**src/rtl/spi_pkg.sv**
```systemverilog
// ---------------------------------------------------------------------------
// spi_pkg
// Shared definitions for the single-word SPI master slice.
//   spi_state_t : frame sequencing states (IDLE, SETUP, SHIFT, HOLD, GAP)
//   SPI_DATA_W  : default word width
//   SPI_CLK_DIV : default clk cycles per SCLK half-period
//   cnt_width() : counter width able to hold 0..n-1 (never below 1 bit)
// ---------------------------------------------------------------------------
package spi_pkg;

    localparam int SPI_DATA_W  = 16;
    localparam int SPI_CLK_DIV = 4;

    typedef enum logic [2:0] {
        IDLE,
        SETUP,
        SHIFT,
        HOLD,
        GAP
    } spi_state_t;

    function automatic int cnt_width(input int n);
        return (n <= 2) ? 1 : $clog2(n);
    endfunction

endpackage

```
**src/rtl/spi_clk_div.sv**
```systemverilog
// ---------------------------------------------------------------------------
// spi_clk_div
// Phase counter and SCLK generator for spi_word_master.
// The counter runs 0..CLK_DIV-1 while count_en is high; every terminal count
// marks the end of one SCLK half-period. SCLK toggles on a terminal count
// only while toggle_en is high, so the parent decides which half-periods
// actually produce an edge.
//
// Ports:
//   clk       in  : system clock
//   reset     in  : synchronous, active-high
//   count_en  in  : advance the phase counter
//   toggle_en in  : allow SCLK to toggle at terminal count
//   terminal  out : counter is at CLK_DIV-1 this cycle (and counting)
//   sclk      out : registered SPI clock, idles low
//   rise      out : SCLK goes high at the coming clock edge
//   fall      out : SCLK goes low at the coming clock edge
// ---------------------------------------------------------------------------
module spi_clk_div
    import spi_pkg::*;
#(
    parameter int CLK_DIV = SPI_CLK_DIV
) (
    input  logic clk,
    input  logic reset,
    input  logic count_en,
    input  logic toggle_en,
    output logic terminal,
    output logic sclk,
    output logic rise,
    output logic fall
);

    localparam int CW = cnt_width(CLK_DIV);
    localparam logic [CW-1:0] LAST_COUNT = CW'(CLK_DIV - 1);

    logic [CW-1:0] count;

    // Strobes are decoded one cycle ahead so the parent can update its own
    // registers in the same edge that moves SCLK.
    assign terminal = count_en && (count == LAST_COUNT);
    assign rise     = terminal && toggle_en && !sclk;
    assign fall     = terminal && toggle_en && sclk;

    always_ff @(posedge clk) begin
        if (reset) begin
            count <= '0;
            sclk  <= 1'b0;
        end else if (count_en) begin
            count <= terminal ? '0 : count + 1'b1;
            if (terminal && toggle_en) begin
                sclk <= ~sclk;
            end
        end
    end

endmodule

```
**src/rtl/spi_word_master.sv**
```systemverilog
// ---------------------------------------------------------------------------
// spi_word_master
// Single-word SPI master, mode 0, MSB first. Each dv strobe starts (or
// queues) one DATA_W-bit frame under an active-low chip select. A one-entry
// holding buffer absorbs a word arriving during a frame; a further word while
// the buffer is full is dropped and the sticky overrun flag is raised.
//
// Frame shape (CLK_DIV cycles per phase unit):
//   SETUP 1 unit, SHIFT 2*DATA_W units, HOLD 1 unit -> cs_n low,
//   GAP 1 unit -> cs_n high, done/rx_valid pulse in its first cycle.
//
// Optional feature macro: SPI_MISO_CAPTURE_EN
//   defined   : miso is shifted in on SCLK rising edges, rx_data/rx_valid live
//   undefined : receive path removed, rx_data = 0, rx_valid = 0, miso unused
//
// Ports:
//   clk      in  : system clock
//   reset    in  : synchronous, active-high
//   tx_data  in  : word to transmit, sampled when dv = 1
//   dv       in  : single-cycle data-valid strobe (no backpressure)
//   miso     in  : serial data from slave
//   sclk     out : SPI clock, idles low
//   mosi     out : serial data to slave
//   cs_n     out : chip select, active low
//   busy     out : a frame is in progress (SETUP through GAP)
//   done     out : one-cycle pulse as cs_n rises
//   rx_data  out : last captured word
//   rx_valid out : one-cycle pulse with done
//   overrun  out : sticky, a word was dropped
// ---------------------------------------------------------------------------
module spi_word_master
    import spi_pkg::*;
#(
    parameter int DATA_W  = SPI_DATA_W,
    parameter int CLK_DIV = SPI_CLK_DIV
) (
    input  logic              clk,
    input  logic              reset,
    input  logic [DATA_W-1:0] tx_data,
    input  logic              dv,
    input  logic              miso,
    output logic              sclk,
    output logic              mosi,
    output logic              cs_n,
    output logic              busy,
    output logic              done,
    output logic [DATA_W-1:0] rx_data,
    output logic              rx_valid,
    output logic              overrun
);

    if (CLK_DIV < 2) begin : g_bad_clk_div
        $error("spi_word_master: CLK_DIV must be 2 or more");
    end

    localparam int HW = cnt_width(2 * DATA_W);
    localparam logic [HW-1:0] LAST_HALF = HW'(2 * DATA_W - 1);
    localparam logic [HW-1:0] LAST_FALL = HW'(2 * DATA_W - 2);

    spi_state_t        state;
    logic [DATA_W-1:0] tx_shift;
    logic [DATA_W-1:0] buf_data;
    logic              buf_full;
    logic [HW-1:0]     half_cnt;

    logic div_count_en;
    logic div_toggle_en;
    logic div_terminal;
    logic sclk_rise;
    logic sclk_fall;
    logic pop_at_gap;

    // The phase counter runs through every active state so SETUP, HOLD and
    // GAP all last exactly CLK_DIV cycles. SETUP's terminal count produces
    // the first rising edge, which is why SCLK is already high in the first
    // SHIFT cycle. The final SHIFT half-period only closes the frame.
    assign div_count_en  = (state != IDLE);
    assign div_toggle_en = (state == SETUP) ||
                           ((state == SHIFT) && (half_cnt != LAST_HALF));

    spi_clk_div #(
        .CLK_DIV (CLK_DIV)
    ) u_clk_div (
        .clk       (clk),
        .reset     (reset),
        .count_en  (div_count_en),
        .toggle_en (div_toggle_en),
        .terminal  (div_terminal),
        .sclk      (sclk),
        .rise      (sclk_rise),
        .fall      (sclk_fall)
    );

    // mosi is the MSB of a register, so it is a flop output with no
    // combinational path from any input.
    assign mosi       = tx_shift[DATA_W-1];
    assign pop_at_gap = (state == GAP) && div_terminal && buf_full;

    // Frame sequencer. A frame starts from IDLE either on a fresh dv or on a
    // word left in the buffer (stored during the last GAP cycle). At the end
    // of GAP a full buffer chains straight into the next SETUP.
    always_ff @(posedge clk) begin
        if (reset) begin
            state    <= IDLE;
            tx_shift <= '0;
            half_cnt <= '0;
            cs_n     <= 1'b1;
            busy     <= 1'b0;
            done     <= 1'b0;
        end else begin
            done <= 1'b0;
            case (state)
                IDLE: begin
                    if (dv || buf_full) begin
                        tx_shift <= buf_full ? buf_data : tx_data;
                        half_cnt <= '0;
                        cs_n     <= 1'b0;
                        busy     <= 1'b1;
                        state    <= SETUP;
                    end
                end
                SETUP: begin
                    if (div_terminal) begin
                        state <= SHIFT;
                    end
                end
                SHIFT: begin
                    // The last falling edge leaves the final bit on mosi.
                    if (sclk_fall && (half_cnt != LAST_FALL)) begin
                        tx_shift <= {tx_shift[DATA_W-2:0], 1'b0};
                    end
                    if (div_terminal) begin
                        if (half_cnt == LAST_HALF) begin
                            half_cnt <= '0;
                            state    <= HOLD;
                        end else begin
                            half_cnt <= half_cnt + 1'b1;
                        end
                    end
                end
                HOLD: begin
                    if (div_terminal) begin
                        cs_n  <= 1'b1;
                        done  <= 1'b1;
                        state <= GAP;
                    end
                end
                GAP: begin
                    if (div_terminal) begin
                        if (buf_full) begin
                            tx_shift <= buf_data;
                            half_cnt <= '0;
                            cs_n     <= 1'b0;
                            state    <= SETUP;
                        end else begin
                            busy  <= 1'b0;
                            state <= IDLE;
                        end
                    end
                end
                default: begin
                    state <= IDLE;
                end
            endcase
        end
    end

    // Holding buffer. In IDLE a fresh dv goes straight to the shifter unless
    // a buffered word is pending, in which case the two swap places. During a
    // frame a word fills an empty slot, replaces a slot being popped this
    // cycle, or is dropped.
    always_ff @(posedge clk) begin
        if (reset) begin
            buf_data <= '0;
            buf_full <= 1'b0;
            overrun  <= 1'b0;
        end else if (state == IDLE) begin
            if (buf_full) begin
                if (dv) begin
                    buf_data <= tx_data;
                end else begin
                    buf_full <= 1'b0;
                end
            end
        end else begin
            if (dv) begin
                if (pop_at_gap || !buf_full) begin
                    buf_data <= tx_data;
                    buf_full <= 1'b1;
                end else begin
                    overrun <= 1'b1;
                end
            end else if (pop_at_gap) begin
                buf_full <= 1'b0;
            end
        end
    end

`ifdef SPI_MISO_CAPTURE_EN
    logic [DATA_W-1:0] rx_shift;

    // miso is sampled as SCLK rises; the full word is published as the HOLD
    // phase ends, landing with done in the first GAP cycle.
    always_ff @(posedge clk) begin
        if (reset) begin
            rx_shift <= '0;
            rx_data  <= '0;
            rx_valid <= 1'b0;
        end else begin
            rx_valid <= 1'b0;
            if (sclk_rise) begin
                rx_shift <= {rx_shift[DATA_W-2:0], miso};
            end
            if ((state == HOLD) && div_terminal) begin
                rx_data  <= rx_shift;
                rx_valid <= 1'b1;
            end
        end
    end
`else
    logic unused_rx_inputs;

    assign unused_rx_inputs = miso ^ sclk_rise;
    assign rx_data          = '0;
    assign rx_valid         = 1'b0;
`endif

endmodule

```
**config.mk**
```make
export PLATFORM = sky130hd
export DESIGN_NAME = spi_word_master
export DESIGN_NICKNAME = d
export VERILOG_FILES = /design/src/rtl/spi_pkg.sv /design/src/rtl/spi_clk_div.sv /design/src/rtl/spi_word_master.sv
export SDC_FILE = /design/constraint.sdc
export NUM_CORES = 1
export LEC_CHECK = 0
export CAP_MARGIN = 25
export CELL_PAD_IN_SITES_DETAIL_PLACEMENT = 0
export CELL_PAD_IN_SITES_GLOBAL_PLACEMENT = 2
export CORE_MARGIN = 3
export CORE_UTILIZATION = 29
export CTS_CLUSTER_DIAMETER = 100
export CTS_CLUSTER_SIZE = 10
export DETAILED_ROUTE_END_ITERATION = 8
export PLACE_DENSITY = 0.85
export SLEW_MARGIN = 15
export SYNTH_ARGS = -nofsm -noshare
export SYNTH_HDL_FRONTEND = slang
export SYNTH_SLANG_ARGS = --single-unit
```
**constraint.sdc**
```tcl
create_clock -name clk -period 2.14 [get_ports clk]
set_input_delay 0.535 -clock clk [delete_from_list [all_inputs] [get_ports clk]]
set_output_delay 0.535 -clock clk [all_outputs]
set_load 0.01 [all_outputs]
```
==> tab_implementation.tex <==
\begin{tabular}{lr}
\hline
Metric & Value \\
\hline
\multicolumn{2}{l}{\textbf{STA}} \\
\quad Accumulated negative setup slack & -1.38 ns \\
\quad Number of setup violations in the final report & 15 \\
\quad Worst Slack Setup Final & -0.108 ns \\
\quad Hold Fails Final Rpt & 0 \\
\quad Final max-slew violation count & 0 \\
\quad Unrepaired setup endpoints after global routing & yes \\
\quad F\_max & 445 MHz \\
\quad Period Utilization, post-route & 1.05 \\
\quad Post-route clock skew & 0.00936 ns \\
\quad Final worst path period need & 2.25 ns \\
\multicolumn{2}{l}{\textbf{Floorplanning}} \\
\quad Floorplan row count & 34 \\
\quad Overall die height & 101 µm \\
\quad Die outline area & 10300 µm² \\
\quad Effective utilization at floorplan & 0.301 \\
\quad Die X-Extent & 101 µm \\
\quad Core region area & 8760 µm² \\
\quad IO Count & 43 \\
\multicolumn{2}{l}{\textbf{Global route}} \\
\quad Largest net degree at the start of global routing & 33 \\
\quad Global routing usage summed across all routing layers & 0.120 \\
\quad First-pass GRT wire length & 10000 µm \\
\quad Vias in the first global route & 2057 \\
\quad Initial antenna violation count & 0 \\
\quad Global route overflow & 0 \\
\multicolumn{2}{l}{\textbf{Finish}} \\
\quad Nets & 365 \\
\quad Count of inserted antenna diode cells & 0 \\
\quad Area of the multi-input gates & 1540 µm² \\
\quad Fraction of final layout cells with drive strength greater than 1 & 0.202 \\
\quad Number of filler instances in the final layout & 902 \\
\quad Register area & 963 µm² \\
\quad Post-route cell area & 3330 µm² \\
\quad Layout-stage area growth over the synthesis result & 26.2\% \\
\multicolumn{2}{l}{\textbf{Logic synthesis}} \\
\quad Synthesized-area fraction occupied by and/or/nand/nor cells & 0.162 \\
\quad Sequential share of the synthesized area & 0.364 \\
\quad Number of distinct library cell variants in the gate-level netlist after synthesis & 43 \\
\quad Yosys warning count & 0 \\
\quad Async S/R FF share, synth & 0 \\
\quad Combinational family with the most area after synthesis & compound AO/OA/AOI/OAI gates \\
\quad Share of the synthesized area in compound gates (AO/OA/AOI/OAI) & 0.218 \\
\quad Synth Area in Adders & 0.0190 \\
\quad Cell count after synthesis & 305 \\
\quad Share of cell area taken by muxes after synthesis & 0.128 \\
\quad Count of flip-flops with a built-in enable after synthesis & 0 \\
\quad Synthesized-area fraction occupied by xor and xnor cells & 0.00664 \\
\quad Post-Syn Area per Cell & 8.66 µm² \\
\quad Top\_reg\_cell synth & sky130\_fd\_sc\_hd\_\_dfxtp\_1 \\
\quad Netlist Area Pre-Place & 2640 µm² \\
\quad Post-synthesis sequential element count & 48 \\
\multicolumn{2}{l}{\textbf{Clock network}} \\
\quad Clock root buffer & sky130\_fd\_sc\_hd\_\_clkbuf\_8 \\
\quad Cts bufs inserted & 5 \\
\quad CTS clock-pin slew for the worst setup and hold paths & 0.09 ns \\
\quad Max Root-Sink Buffers & 2 \\
\quad Maximum level of the CTS H-tree & 2 \\
\quad Clock tree from TritonCTS & built \\
\quad Insertion delay to the later sink of the worst-skew pair & 0.31 ns \\
\quad Clock sinks & 48 \\
\multicolumn{2}{l}{\textbf{Place}} \\
\quad Input/output buffers & 24 \\
\quad Gp weighted congestion & 0.767 \\
\quad Total placed instance area & 3100 µm² \\
\quad Final HPWL from detailed placement & 3960 µm \\
\multicolumn{2}{l}{\textbf{Min path}} \\
\quad Class of the worst hold path & reg -> reg \\
\quad Hold wc startpoint & tx\_shift[15]\$\_SDFFE\_PP0P\_ \\
\multicolumn{2}{l}{\textbf{Routing}} \\
\quad Average vias per placed instance & 5.04 \\
\quad Overall routed net length & 6250 µm \\
\quad Detailed Route Iter0 Violations & 121 \\
\quad Routed WL per cell & 13.9 µm \\
\quad Antenna-violating nets left & 0 \\
\quad Vias after detailed routing & 2262 \\
\quad Count of TritonRoute iterations in the first routing pass & 4 \\
\quad \# DRC & 0 \\
\multicolumn{2}{l}{\textbf{Worst setup path}} \\
\quad Launching element type of the critical path & flip-flop \\
\quad Crit Path Class & reg -> reg \\
\quad Source of the critical timing path & half\_cnt[1]\$\_SDFFE\_PP0P\_ \\
\quad Family of cells with the greatest summed delay on the critical path & simple AND/OR/NAND/NOR gates \\
\quad Startpoint of the worst-slack reg-to-reg timing path & half\_cnt[1]\$\_SDFFE\_PP0P\_ \\
\quad Largest fanout on the critical path & 8 \\
\quad Maximum single-stage delay on the critical path & 0.38 ns \\
\quad Critical path cell sequence & ha\_4, and3\_4, ha\_4, or3b\_4, a21oi\_4, a31oi\_4, clkbuf\_16, or3\_1, a21oi\_1 \\
\quad Worst endpoint data arrival time & 2.49 ns \\
\quad Critical Path Most Common Cell & sky130\_fd\_sc\_hd\_\_ha\_4 \\
\quad Data required, critical path & 2.39 ns \\
\quad Slowest cell on the critical path & sky130\_fd\_sc\_hd\_\_or3b\_4 \\
\quad Number of buffer and inverter stages on the critical path & 1 \\
\quad Setup crit end kind & flip-flop \\
\multicolumn{2}{l}{\textbf{Power and ir drop}} \\
\quad Power per standard cell area & 633 nW/µm² \\
\quad Highest ir drop seen on vdd & 0.287 mV \\
\quad Cell leakage power & 1.31 nW \\
\multicolumn{2}{l}{\textbf{Flow run}} \\
\quad Max Cap Viol & 0 \\
\multicolumn{2}{l}{\textbf{Outcome}} \\
\quad Violated checks & setup timing \\
\quad Result of the run & finished, violations left \\
\hline
\end{tabular}
## cells by family (layout without fill, tap and decap cells)
kind of cell | Yosys count | in the layout
AO/OA/AOI/OAI | 90 | 90
multiplexers | 32 | 32
buffers and inverters | 46 | 66
flip-flops | 48 | 48
XOR/XNOR | 2 | 2
adder cells (fa/ha/maj) | 4 | 4
AND/OR/NAND/NOR | 82 | 82
other | 1 | 17
## per-stage QoR
step	power, mW	setup WS (ns)	util	hold WS, ns	cells
after floorplan	1.24	-0.0168	-	0.450	321
after global placement	1.34	-0.0564	0.354	0.459	437
after detailed placement	1.35	-0.0739	0.354	0.461	437
after CTS	2.12	-0.0759	0.369	0.478	445
after global routing	2.21	-0.169	0.380	0.512	449
final	2.11	-0.108	0.380	0.478	449
## worst min-delay path, delay by kind of cell, from the launching register on
| family | cells | cell delay (ns) |
|---|---|---|
| DFF | 1 | 0.31 |
| AOI/OAI and AO/OA | 2 | 0.12 |
## synthesized netlist by cell type (2+ instances only)
library cell | number | area (µm²)
sky130_fd_sc_hd__a21oi_1 | 23 | 115
sky130_fd_sc_hd__nand3b_1 | 2 | 15.0
sky130_fd_sc_hd__dfxtp_1 | 48 | 961
sky130_fd_sc_hd__mux2_2 | 15 | 169
sky130_fd_sc_hd__nand2_1 | 7 | 26.3
sky130_fd_sc_hd__o21ai_0 | 20 | 100
sky130_fd_sc_hd__nor2b_1 | 3 | 18.8
sky130_fd_sc_hd__nor2_1 | 31 | 116
sky130_fd_sc_hd__inv_1 | 3 | 11.3
sky130_fd_sc_hd__nand2b_1 | 5 | 31.3
sky130_fd_sc_hd__o22a_1 | 15 | 131
sky130_fd_sc_hd__o22ai_1 | 15 | 93.8
sky130_fd_sc_hd__nor3_1 | 5 | 25.0
sky130_fd_sc_hd__and3_1 | 2 | 12.5
sky130_fd_sc_hd__buf_1 | 2 | 7.51
sky130_fd_sc_hd__a31oi_1 | 4 | 25.0
sky130_fd_sc_hd__o31ai_1 | 2 | 15.0
sky130_fd_sc_hd__a211oi_1 | 2 | 15.0
sky130_fd_sc_hd__a21oi_2 | 2 | 17.5
sky130_fd_sc_hd__mux2i_1 | 17 | 170
sky130_fd_sc_hd__clkbuf_1 | 12 | 45.0
sky130_fd_sc_hd__or3_1 | 18 | 113
sky130_fd_sc_hd__nand3_1 | 3 | 15.0
sky130_fd_sc_hd__buf_2 | 6 | 30.0
sky130_fd_sc_hd__nand4_1 | 2 | 12.5
sky130_fd_sc_hd__buf_4 | 21 | 158
sky130_fd_sc_hd__ha_1 | 4 | 50.1
## final timing paths
path / cells past startpoint / slack (ns) / to
hold reg to reg: 2 / 0.48 / tx_shift[15]$_SDFFE_PP0P_
setup reg to reg: 9 / -0.11 / tx_shift[6]$_SDFFE_PP0P_
setup / recovery: 9 / -0.11 / tx_shift[6]$_SDFFE_PP0P_
hold / removal: 2 / 0.48 / tx_shift[15]$_SDFFE_PP0P_
## cell usage in the layout, fill, tap and decap left out, types with 2 or more instances in the layout
| cell type | Yosys | final |
|---|---|---|
| sky130_fd_sc_hd__nand2_1 | 7 | 7 |
| sky130_fd_sc_hd__dfxtp_2 | 0 | 2 |
| sky130_fd_sc_hd__inv_1 | 3 | 3 |
| sky130_fd_sc_hd__o21ai_1 | 1 | 2 |
| sky130_fd_sc_hd__o21ai_0 | 20 | 19 |
| sky130_fd_sc_hd__a211oi_1 | 2 | 2 |
| sky130_fd_sc_hd__dfxtp_1 | 48 | 46 |
| sky130_fd_sc_hd__clkbuf_8 | 0 | 5 |
| sky130_fd_sc_hd__buf_4 | 21 | 27 |
| sky130_fd_sc_hd__o22a_1 | 15 | 15 |
| sky130_fd_sc_hd__mux2i_1 | 17 | 17 |
| sky130_fd_sc_hd__a21oi_1 | 23 | 21 |
| sky130_fd_sc_hd__bufinv_16 | 0 | 2 |
| sky130_fd_sc_hd__o31ai_1 | 2 | 2 |
| sky130_fd_sc_hd__nor2b_1 | 3 | 3 |
| sky130_fd_sc_hd__mux2_2 | 15 | 15 |
| sky130_fd_sc_hd__nor3_1 | 5 | 5 |
| sky130_fd_sc_hd__clkdlybuf4s50_1 | 0 | 24 |
| sky130_fd_sc_hd__nor2_1 | 31 | 31 |
| sky130_fd_sc_hd__ha_4 | 0 | 2 |
| sky130_fd_sc_hd__a21oi_2 | 2 | 3 |
| sky130_fd_sc_hd__a31oi_1 | 4 | 3 |
| sky130_fd_sc_hd__buf_12 | 0 | 3 |
| sky130_fd_sc_hd__nand2b_1 | 5 | 5 |
| sky130_fd_sc_hd__nand3b_1 | 2 | 2 |
| sky130_fd_sc_hd__ha_1 | 4 | 2 |
| sky130_fd_sc_hd__nand4_1 | 2 | 2 |
| sky130_fd_sc_hd__clkbuf_16 | 0 | 2 |
| sky130_fd_sc_hd__nand3_1 | 3 | 3 |
| sky130_fd_sc_hd__conb_1 | 1 | 17 |
| sky130_fd_sc_hd__or3_1 | 18 | 17 |
| sky130_fd_sc_hd__o22ai_1 | 15 | 15 |
## flip-flops by register name (all words and copies together) (netlist names)
name,count
state,3
tx_shift,16
done,1
half_cnt,5
buf_data,16
busy,1
cs_n,1
buf_full,1
u_clk_div.sclk,1
overrun,1
u_clk_div.count,2
## report_power, final
| group | internal (mW) | leakage, nW | switching (mW) | total (mW) |
|---|---|---|---|---|
| combinational | 0.179 | 0.855 | 0.178 | 0.357 |
| sequential | 0.946 | 0.393 | 0.0311 | 0.977 |
| clock | 0.460 | 0.0642 | 0.316 | 0.776 |
| total | 1.59 | 1.31 | 0.524 | 2.11 |
## routing by layer
layer  routed length, µm  GRT usage  up-vias
li1                    -          -     1141
met1                3030      0.162     1075
met2                2890      0.194       41
met3                 258     0.0269        5
met4                  71     0.0337        0
met5                   0          0        -
## what timing repair did
action                                  CTS  global route
endpoints found under the setup margin   15            16
buffers inserted                          1             2
gates cloned                              0             2
hold buffers                              0             0
resized for setup                         0             7
pin swaps                                 1            20
## area by class of cell
type                       instances  area share
clock buffer                       5      0.0207
timing repair buffer              56       0.166
multi-input combinational        227       0.462
inverter                           3     0.00338
sequential                        48       0.289
clock inverter                     2      0.0180
tap                              108      0.0406
No activity file was read; power rests on OpenSTA's default activity.
